**config.mk**
```make
export PLATFORM = sky130hd
export DESIGN_NAME = fifo_rd_drain
export DESIGN_NICKNAME = d
export VERILOG_FILES = /design/src/rtl/fifo_rd_pkg.sv /design/src/rtl/fifo_rd_skid_buf.sv /design/src/rtl/fifo_rd_drain.sv
export SDC_FILE = /design/constraint.sdc
export NUM_CORES = 1
export LEC_CHECK = 0
export CORE_MARGIN = 5
export CORE_UTILIZATION = 40
export DETAILED_ROUTE_END_ITERATION = 7
export HOLD_SLACK_MARGIN = 0.1
export PLACE_DENSITY = 0.74
export SYNTH_ARGS = -nofsm -noshare
export SYNTH_HDL_FRONTEND = slang
export SYNTH_SLANG_ARGS = --single-unit
```
**constraint.sdc**
```tcl
create_clock -name r_clk -period 4.8 [get_ports r_clk]
set_input_delay 0.96 -clock r_clk [delete_from_list [all_inputs] [get_ports r_clk]]
set_output_delay 0.96 -clock r_clk [all_outputs]
set_load 0.02 [all_outputs]
```
**src/rtl/fifo_rd_pkg.sv**
```systemverilog
// Shared state encoding and constants for the async-FIFO read-side drain.
package fifo_rd_pkg;

    typedef enum logic [1:0] {
        IDLE     = 2'd0,
        ACTIVE   = 2'd1,
        STOPPING = 2'd2
    } drain_state_t;

    localparam int READ_REG_COMB = 0;
    localparam int READ_REG_REGD = 1;
    localparam int SKID_DEPTH    = 2;

endpackage

```
**src/rtl/fifo_rd_skid_buf.sv**
```systemverilog
// Two-entry ordered buffer that absorbs FIFO read latency; head is the oldest word.
module fifo_rd_skid_buf
    import fifo_rd_pkg::*;
#(
    parameter int WIDTH = 4
) (
    input  logic             clk,
    input  logic             rst,
    input  logic             push,
    input  logic [WIDTH-1:0] push_data,
    input  logic             pop,
    output logic [WIDTH-1:0] head,
    output logic [1:0]       occ,
    output logic             full
);

    logic [WIDTH-1:0] tail;

    assign full = (occ == 2'(SKID_DEPTH));

    // A push lands in head only when head would otherwise be empty after this edge.
    always_ff @(posedge clk) begin
        if (rst) begin
            head <= '0;
            tail <= '0;
            occ  <= '0;
        end else begin
            case ({push, pop})
                2'b10: begin
                    if (occ == 2'd0) begin
                        head <= push_data;
                    end else begin
                        tail <= push_data;
                    end
                    occ <= occ + 2'd1;
                end
                2'b01: begin
                    head <= tail;
                    occ  <= occ - 2'd1;
                end
                2'b11: begin
                    if (occ == 2'd1) begin
                        head <= push_data;
                    end else begin
                        head <= tail;
                        tail <= push_data;
                    end
                end
                default: ;
            endcase
        end
    end

endmodule

```
**src/rtl/fifo_rd_drain.sv**
```systemverilog
// Flow-controlled drain of the async FIFO read port onto a valid/ready stream,
// with delivered-word counting and burst completion pulses.
module fifo_rd_drain
    import fifo_rd_pkg::*;
#(
    parameter int MEMORY_WIDTH = 4,
    parameter int READ_REG     = 1,
    parameter int BURST_LEN    = 5,
    parameter int COUNT_WIDTH  = 8
) (
    input  logic                    r_clk,
    input  logic                    rrst,
    input  logic                    enable,
    input  logic                    r_empty,
    input  logic [MEMORY_WIDTH-1:0] rdata,
    output logic                    r_en,
    output logic                    m_valid,
    output logic [MEMORY_WIDTH-1:0] m_data,
    input  logic                    m_ready,
    output logic [COUNT_WIDTH-1:0]  rd_count,
    output logic                    burst_done
);

    localparam bit                 REGD_READ  = (READ_REG == READ_REG_REGD) || (READ_REG != READ_REG_COMB);
    localparam int                 BURST_W    = (BURST_LEN > 1) ? $clog2(BURST_LEN) : 1;
    localparam logic [BURST_W-1:0] BURST_LAST = BURST_W'(BURST_LEN - 1);

    drain_state_t            state;
    logic                    inflight;
    logic                    push;
    logic                    deliver;
    logic                    full;
    logic                    room;
    logic [1:0]              occ;
    logic [2:0]              load;
    logic [BURST_W-1:0]      burst_cnt;
    logic [MEMORY_WIDTH-1:0] head;

    assign m_valid = (occ != 2'd0);
    assign m_data  = head;
    assign deliver = m_valid & m_ready;
    assign load    = {1'b0, occ} + {2'b0, inflight};

    // A full buffer never has a pop in flight, so it frees exactly one slot when it delivers.
    assign room = full ? deliver : ((load - {2'b0, deliver}) < 3'd2);
    assign r_en = enable & ~r_empty & (state == ACTIVE) & room;

    generate
        if (REGD_READ) begin : g_regd
            assign push = inflight;
            always_ff @(posedge r_clk) begin
                if (rrst) begin
                    inflight <= 1'b0;
                end else begin
                    inflight <= r_en;
                end
            end
        end else begin : g_comb
            assign push     = r_en;
            assign inflight = 1'b0;
        end
    endgenerate

    fifo_rd_skid_buf #(
        .WIDTH(MEMORY_WIDTH)
    ) u_skid (
        .clk      (r_clk),
        .rst      (rrst),
        .push     (push),
        .push_data(rdata),
        .pop      (deliver),
        .head     (head),
        .occ      (occ),
        .full     (full)
    );

    // STOPPING waits only for the in-flight read; buffered words drain from any state.
    always_ff @(posedge r_clk) begin
        if (rrst) begin
            state <= IDLE;
        end else begin
            case (state)
                IDLE: begin
                    if (enable) state <= ACTIVE;
                end
                ACTIVE: begin
                    if (!enable) state <= STOPPING;
                end
                STOPPING: begin
                    if (enable) begin
                        state <= ACTIVE;
                    end else if (!inflight) begin
                        state <= IDLE;
                    end
                end
                default: state <= IDLE;
            endcase
        end
    end

    always_ff @(posedge r_clk) begin
        if (rrst) begin
            rd_count   <= '0;
            burst_cnt  <= '0;
            burst_done <= 1'b0;
        end else begin
            burst_done <= 1'b0;
            if (deliver) begin
                rd_count <= rd_count + COUNT_WIDTH'(1);
                if (burst_cnt == BURST_LAST) begin
                    burst_cnt  <= '0;
                    burst_done <= 1'b1;
                end else begin
                    burst_cnt <= burst_cnt + BURST_W'(1);
                end
            end
        end
    end

endmodule
```
# ---- Word level (Yosys, flattened, before mapping)
# Cells that the tools add are included.
dict set report totals {
  regBits 25
  input_bits 9
  wordCells 60
}
dict set report op_classes {
  n_addsub 6
  n_lt_le_gt_ge 1
  n_eq_ne 14
  mux 15
  n_bitwise 6
  n_reduce_logical 10
}
# op n
set op_table {}
lappend op_table {{$mux 4} 4}
lappend op_table {{$pmux 4 s3} 1}
lappend op_table {{$add 8x1->8 const B} 1}
lappend op_table {{$eq 2x2->1 const B} 4}
lappend op_table {{$mux 2} 4}
lappend op_table {{$ne 2x2->1 const B} 4}
lappend op_table {{$pmux 4 s2} 1}
lappend op_table {{$eq 2x1->1 const B} 3}
lappend op_table {{$pmux 2 s3} 1}
lappend op_table {{$reduce_and 3->1} 2}
lappend op_table {{$reduce_bool 2->1} 3}
lappend op_table {{$and 1x1->1} 4}
lappend op_table {{$logic_not 2->1} 2}
lappend op_table {{$pmux 2 s2} 1}
lappend op_table {{$add 2x1->3} 1}
lappend op_table {{$add 3x1->3 const B} 1}
lappend op_table {{$eq 3x3->1 const B} 1}
lappend op_table {{$lt 3x2->1 const B} 1}
lappend op_table {{$mux 3} 1}
lappend op_table {{$ne 3x3->1 const B} 1}
lappend op_table {{$reduce_bool 3->1} 1}
lappend op_table {{$sub 3x1->3} 1}
lappend op_table {{$add 2x1->2 const B} 1}
lappend op_table {{$mux 1} 2}
lappend op_table {{other kinds (5)} 6}

# ---- Logic depth before layout (Yosys ltp)
dict set report depth {
  depth_word 6
  ltp_mapped 12
  ltp_nobuf 10
}

# ---- Modules after synthesis
# A second synthesis with hierarchy kept.
dict set report hier_totals {
  cells_unflattened 145
  area_unflattened_um2 1266.2
}
# mod n_inst cells_each area_each_um2 seq_area_each_um2
set modules_own_cells {}
lappend modules_own_cells {fifo_rd_drain 1 80 700.7 300.3}
lappend modules_own_cells {fifo_rd_skid_buf 1 65 565.5 200.2}

# ---- Worst setup path before layout
# No wires, ideal clock.
dict set report synth_timing {
  path_kind {input -> output}
  from {input port m_ready}
  to {output port r_en}
  t_arrival_ns 2.880
  required_ns 3.840
  path_slack_ns 0.960
  cell_stages 10
  cell_sequence {nor2b_2 -> buf_6 -> inv_2 -> buf_2 -> nor2_1 -> o21ai_0 -> fa_1 -> nor2b_1 -> a22oi_1 -> nor3_1}
}
dict set report synth_via {
  elab_chain_cells 5
}
# element line
set synth_lines {}
lappend synth_lines {{start, declared} fifo_rd_drain.sv:19} ;# input logic m_ready,
lappend synth_lines {{$and 1x1->1 (*)} fifo_rd_drain.sv:41} ;# assign deliver = m_valid & m_ready;
lappend synth_lines {{$sub 3x1->3} fifo_rd_drain.sv:45} ;# assign room = full ? deliver : ((load - {2'b0, deliver}) < 3'd2);
lappend synth_lines {{$lt 3x2->1} fifo_rd_drain.sv:45}
lappend synth_lines {{$mux 1 (*)} fifo_rd_drain.sv:45}
lappend synth_lines {{$and 1x1->1 (*)} fifo_rd_drain.sv:46} ;# assign r_en = enable & ~r_empty & (state == ACTIVE) & room;
lappend synth_lines {{end, declared} fifo_rd_drain.sv:16} ;# output logic r_en,
# Every way passes the cells marked *; elsewhere a longest branch is shown, timed or not.

# ---- Final worst setup path
# Same ends and word-level chain as after synthesis.

==> qor.yml <==
outcome: "complete, no violations"
crit_top_cell: "clkdlybuf4s50_1"
grt_max_degree: 27
ff_latch_area_um2: 500
antenna_cells: 0
ys_ff_latch: 25
synth-edff-count: 0
ant_nets: 0
worstMarginPinSlew_ps: 902
path_clk_slew_ps: 130
synthTopCellsByCount: "dfxtp_1, nor2_1, a21oi_1, o21ai_0, nand3_1"
grt_pass1_vias: 987
top_layer_used: "met4"
chipHeight_um: 66.0
viasPerCell: 4.99
clock-root-buffer: "clkbuf_4"
syn_to_final_growth_pct: 24.0
cts_setup_buffers: 0
cts_max_path_buffers: 2
path_max_fanout: 4
post-route-period-util: 0.939
cp-start-kind: "input pin"
drc: 0
wl_met3_um: 85
hold_class: "register to register"
numCtsBuffers: 3
fill_cells: 279
ys_warn_count: 0
cts_tree: "yes"
async_flop_share: 0
cts_max_level: 1
powerDensity_nw_per_um2: 445
fin_nets: 189
synth_cells: 145
slowest_delay_ps: 630
synthFlopType: "dfxtp_1"
drv_slew: 0
tns_ps: 0
num_rows: 20
grtUsageTotal: 0.119
hold_viol_final: 0
netlist_top_cells_area: "dfxtp_1, ha_1, a21oi_1"
clk_latency_ps: 310
cp_data_required_time_ps: 3840
synth.top_cell.area_share: 0.399
grt_antenna_before_repair: 0
grt_pass1_wl_mm: 4.16
grt_overflow_total: 0
num_vias: 1063
die_x_um: 66.0
drtIter0Drc: 58
numClockSinks: 25
core-area_um2: 3030
synth_seq_area_share: 0.399
die-area_um2: 4350
crit_path_end_kind: "primary output"
finalCriticalPeriod_ps: 4500
max_freq_mhz: 222
cp.arrival_ps: 3540
worst_slew_margin_rel: 0.397
avgSynthCellArea_um2: 8.65
gp_congestion: 0.753
worstPathBufferInverterCount: 3
hpwlAfterDp_mm: 1.92
portBuffers: 23
grt_setup_unrepaired: "false"
wl_per_cell_um: 11.6
initial_core_util: 0.414
total_power_mw: 0.692
synth_cell_types: 32
syn-num-nets: 164
p_leak_nw: 0.548
hold_buffers: 0
vdd_ir_drop_max_mv: 0.148
met2_length_mm: 1.18
slowest_stage: "clkdlybuf4s50_1"
finClkSkew_ps: 1.83
multi_input_area_um2: 692
yosysMostFrequentCell: "dfxtp_1"
netlist_area_um2: 1250
io_pins: 24
drive_gt1_frac: 0.0651
setup_viol: 0
wl_mm: 2.46
max-cap-violations: 0
cpLargestDelayFamily: "buffers and inverters"
cts_resized: 0
met1_length_mm: 1.16
path_cells: "clkdlybuf4s50_1 -> nor2b_2 -> inv_2 -> nor2_1 -> o21ai_0 -> fa_1 -> nor2b_1 -> a22oi_1 -> nor3_1 -> clkdlybuf4s50_1"
yosys.area.top_type: "dfxtp_1"
drtPass1Iterations: 4
path_class: "input pin to primary output"
[state kept, by name (all words and copies together) (netlist names)]
signal	flops
burst_cnt	3
u_skid.occ	2
u_skid.tail	4
state	2
rd_count	8
burst_done	1
inflight	1
u_skid.head	4
[per-layer routing]
layer	vias to the layer above	GRT usage
met3	2	0.0136
met5	-	0
met4	0	0.0533
li1	565	-
met2	22	0.212
met1	474	0.142
[layout by cell type (no fill, tap or decap)]
cell type | Yosys | final
dfxtp_1 | 25 | 25
clkdlybuf4s50_1 | 0 | 23
nor2_1 | 13 | 13
o21ai_0 | 12 | 12
a21oi_1 | 12 | 12
nand3_1 | 11 | 11
ha_1 | 9 | 9
inv_1 | 8 | 8
nand2_1 | 7 | 7
nand2b_1 | 4 | 4
a311oi_1 | 4 | 4
xnor2_1 | 3 | 3
nor2b_1 | 3 | 3
nand3b_1 | 3 | 3
a211oi_1 | 3 | 3
clkbuf_4 | 0 | 3
a22oi_1 | 2 | 2
nor3_1 | 2 | 2
nand4_1 | 2 | 2
o31ai_1 | 2 | 2
or4_1 | 2 | 2
xor2_1 | 2 | 2
mux2_2 | 2 | 2
or3_1 | 2 | 2
buf_4 | 0 | 2
nor2b_2 | 1 | 1
inv_2 | 1 | 1
or2_2 | 1 | 1
a22o_1 | 1 | 1
nor4_1 | 1 | 1
nand4b_1 | 1 | 1
fa_1 | 1 | 1
clkinv_2 | 0 | 1
[kinds of logic (layout without fill, tap and decap cells)]
kind of cell,count (synthesis),after routing,synth area share
xor gates and xnor gates,5,5,0.0349
muxes,2,2,0.0180
adders and majority gates,10,10,0.106
and+or+nand+nor,53,53,0.221
DFF,25,25,0.399
AOI/OAI and AO/OA,36,36,0.173
buffers and inverters,14,38,0.0489
[final cells by class]
cell class	instances	area share
tap	44	0.0354
timing repair buffer	25	0.158
clock inverter	1	0.00322
inverter	9	0.0217
sequential	25	0.322
clock buffer	3	0.0145
multi-input combinational	106	0.445
[path summary, 6_finish.rpt]
kind,start,end,slack [ps],cells past startpoint
min,state[0]$_SDFFE_PP0P_,state[0]$_SDFFE_PP0P_,470,1
max reg2reg,u_skid.occ[1]$_SDFFE_PP0P_,inflight$_SDFF_PP0_,2380,10
max,m_ready,r_en,300,10
min reg2reg,state[0]$_SDFFE_PP0P_,state[0]$_SDFFE_PP0P_,470,1
[stage by stage]
stage	instances	util	hold WS [ps]	cell area [µm²]	setup slack, ps
2_1_floorplan	145	-	425	1250	960
3_3_place_gp	209	0.504	438	1530	312
3_5_place_dp	209	0.504	454	1530	292
4_1_cts	213	0.513	474	1550	266
5_1_grt	213	0.513	492	1550	92.8
6_report	213	0.513	467	1550	295
[power by group]
part | internal (mW) | switching, mW | total [mW]
sequential | 0.240 | 0.0274 | 0.267
combinational | 0.154 | 0.179 | 0.333
clock | 0.0311 | 0.0604 | 0.0914
total | 0.424 | 0.267 | 0.692
[worst register-to-register path: cells and delay by family, from the launching register on]
| kind | cells | cell delay, ps |
|---|---|---|
| AND/OR/NAND/NOR | 4 | 440 |
| adder cells (fa/ha/maj) | 2 | 720 |
| flip-flops | 1 | 440 |
| AO/OA/AOI/OAI | 2 | 390 |
| buffers and inverters | 2 | 290 |
No activity file was read; power rests on OpenSTA's default activity.
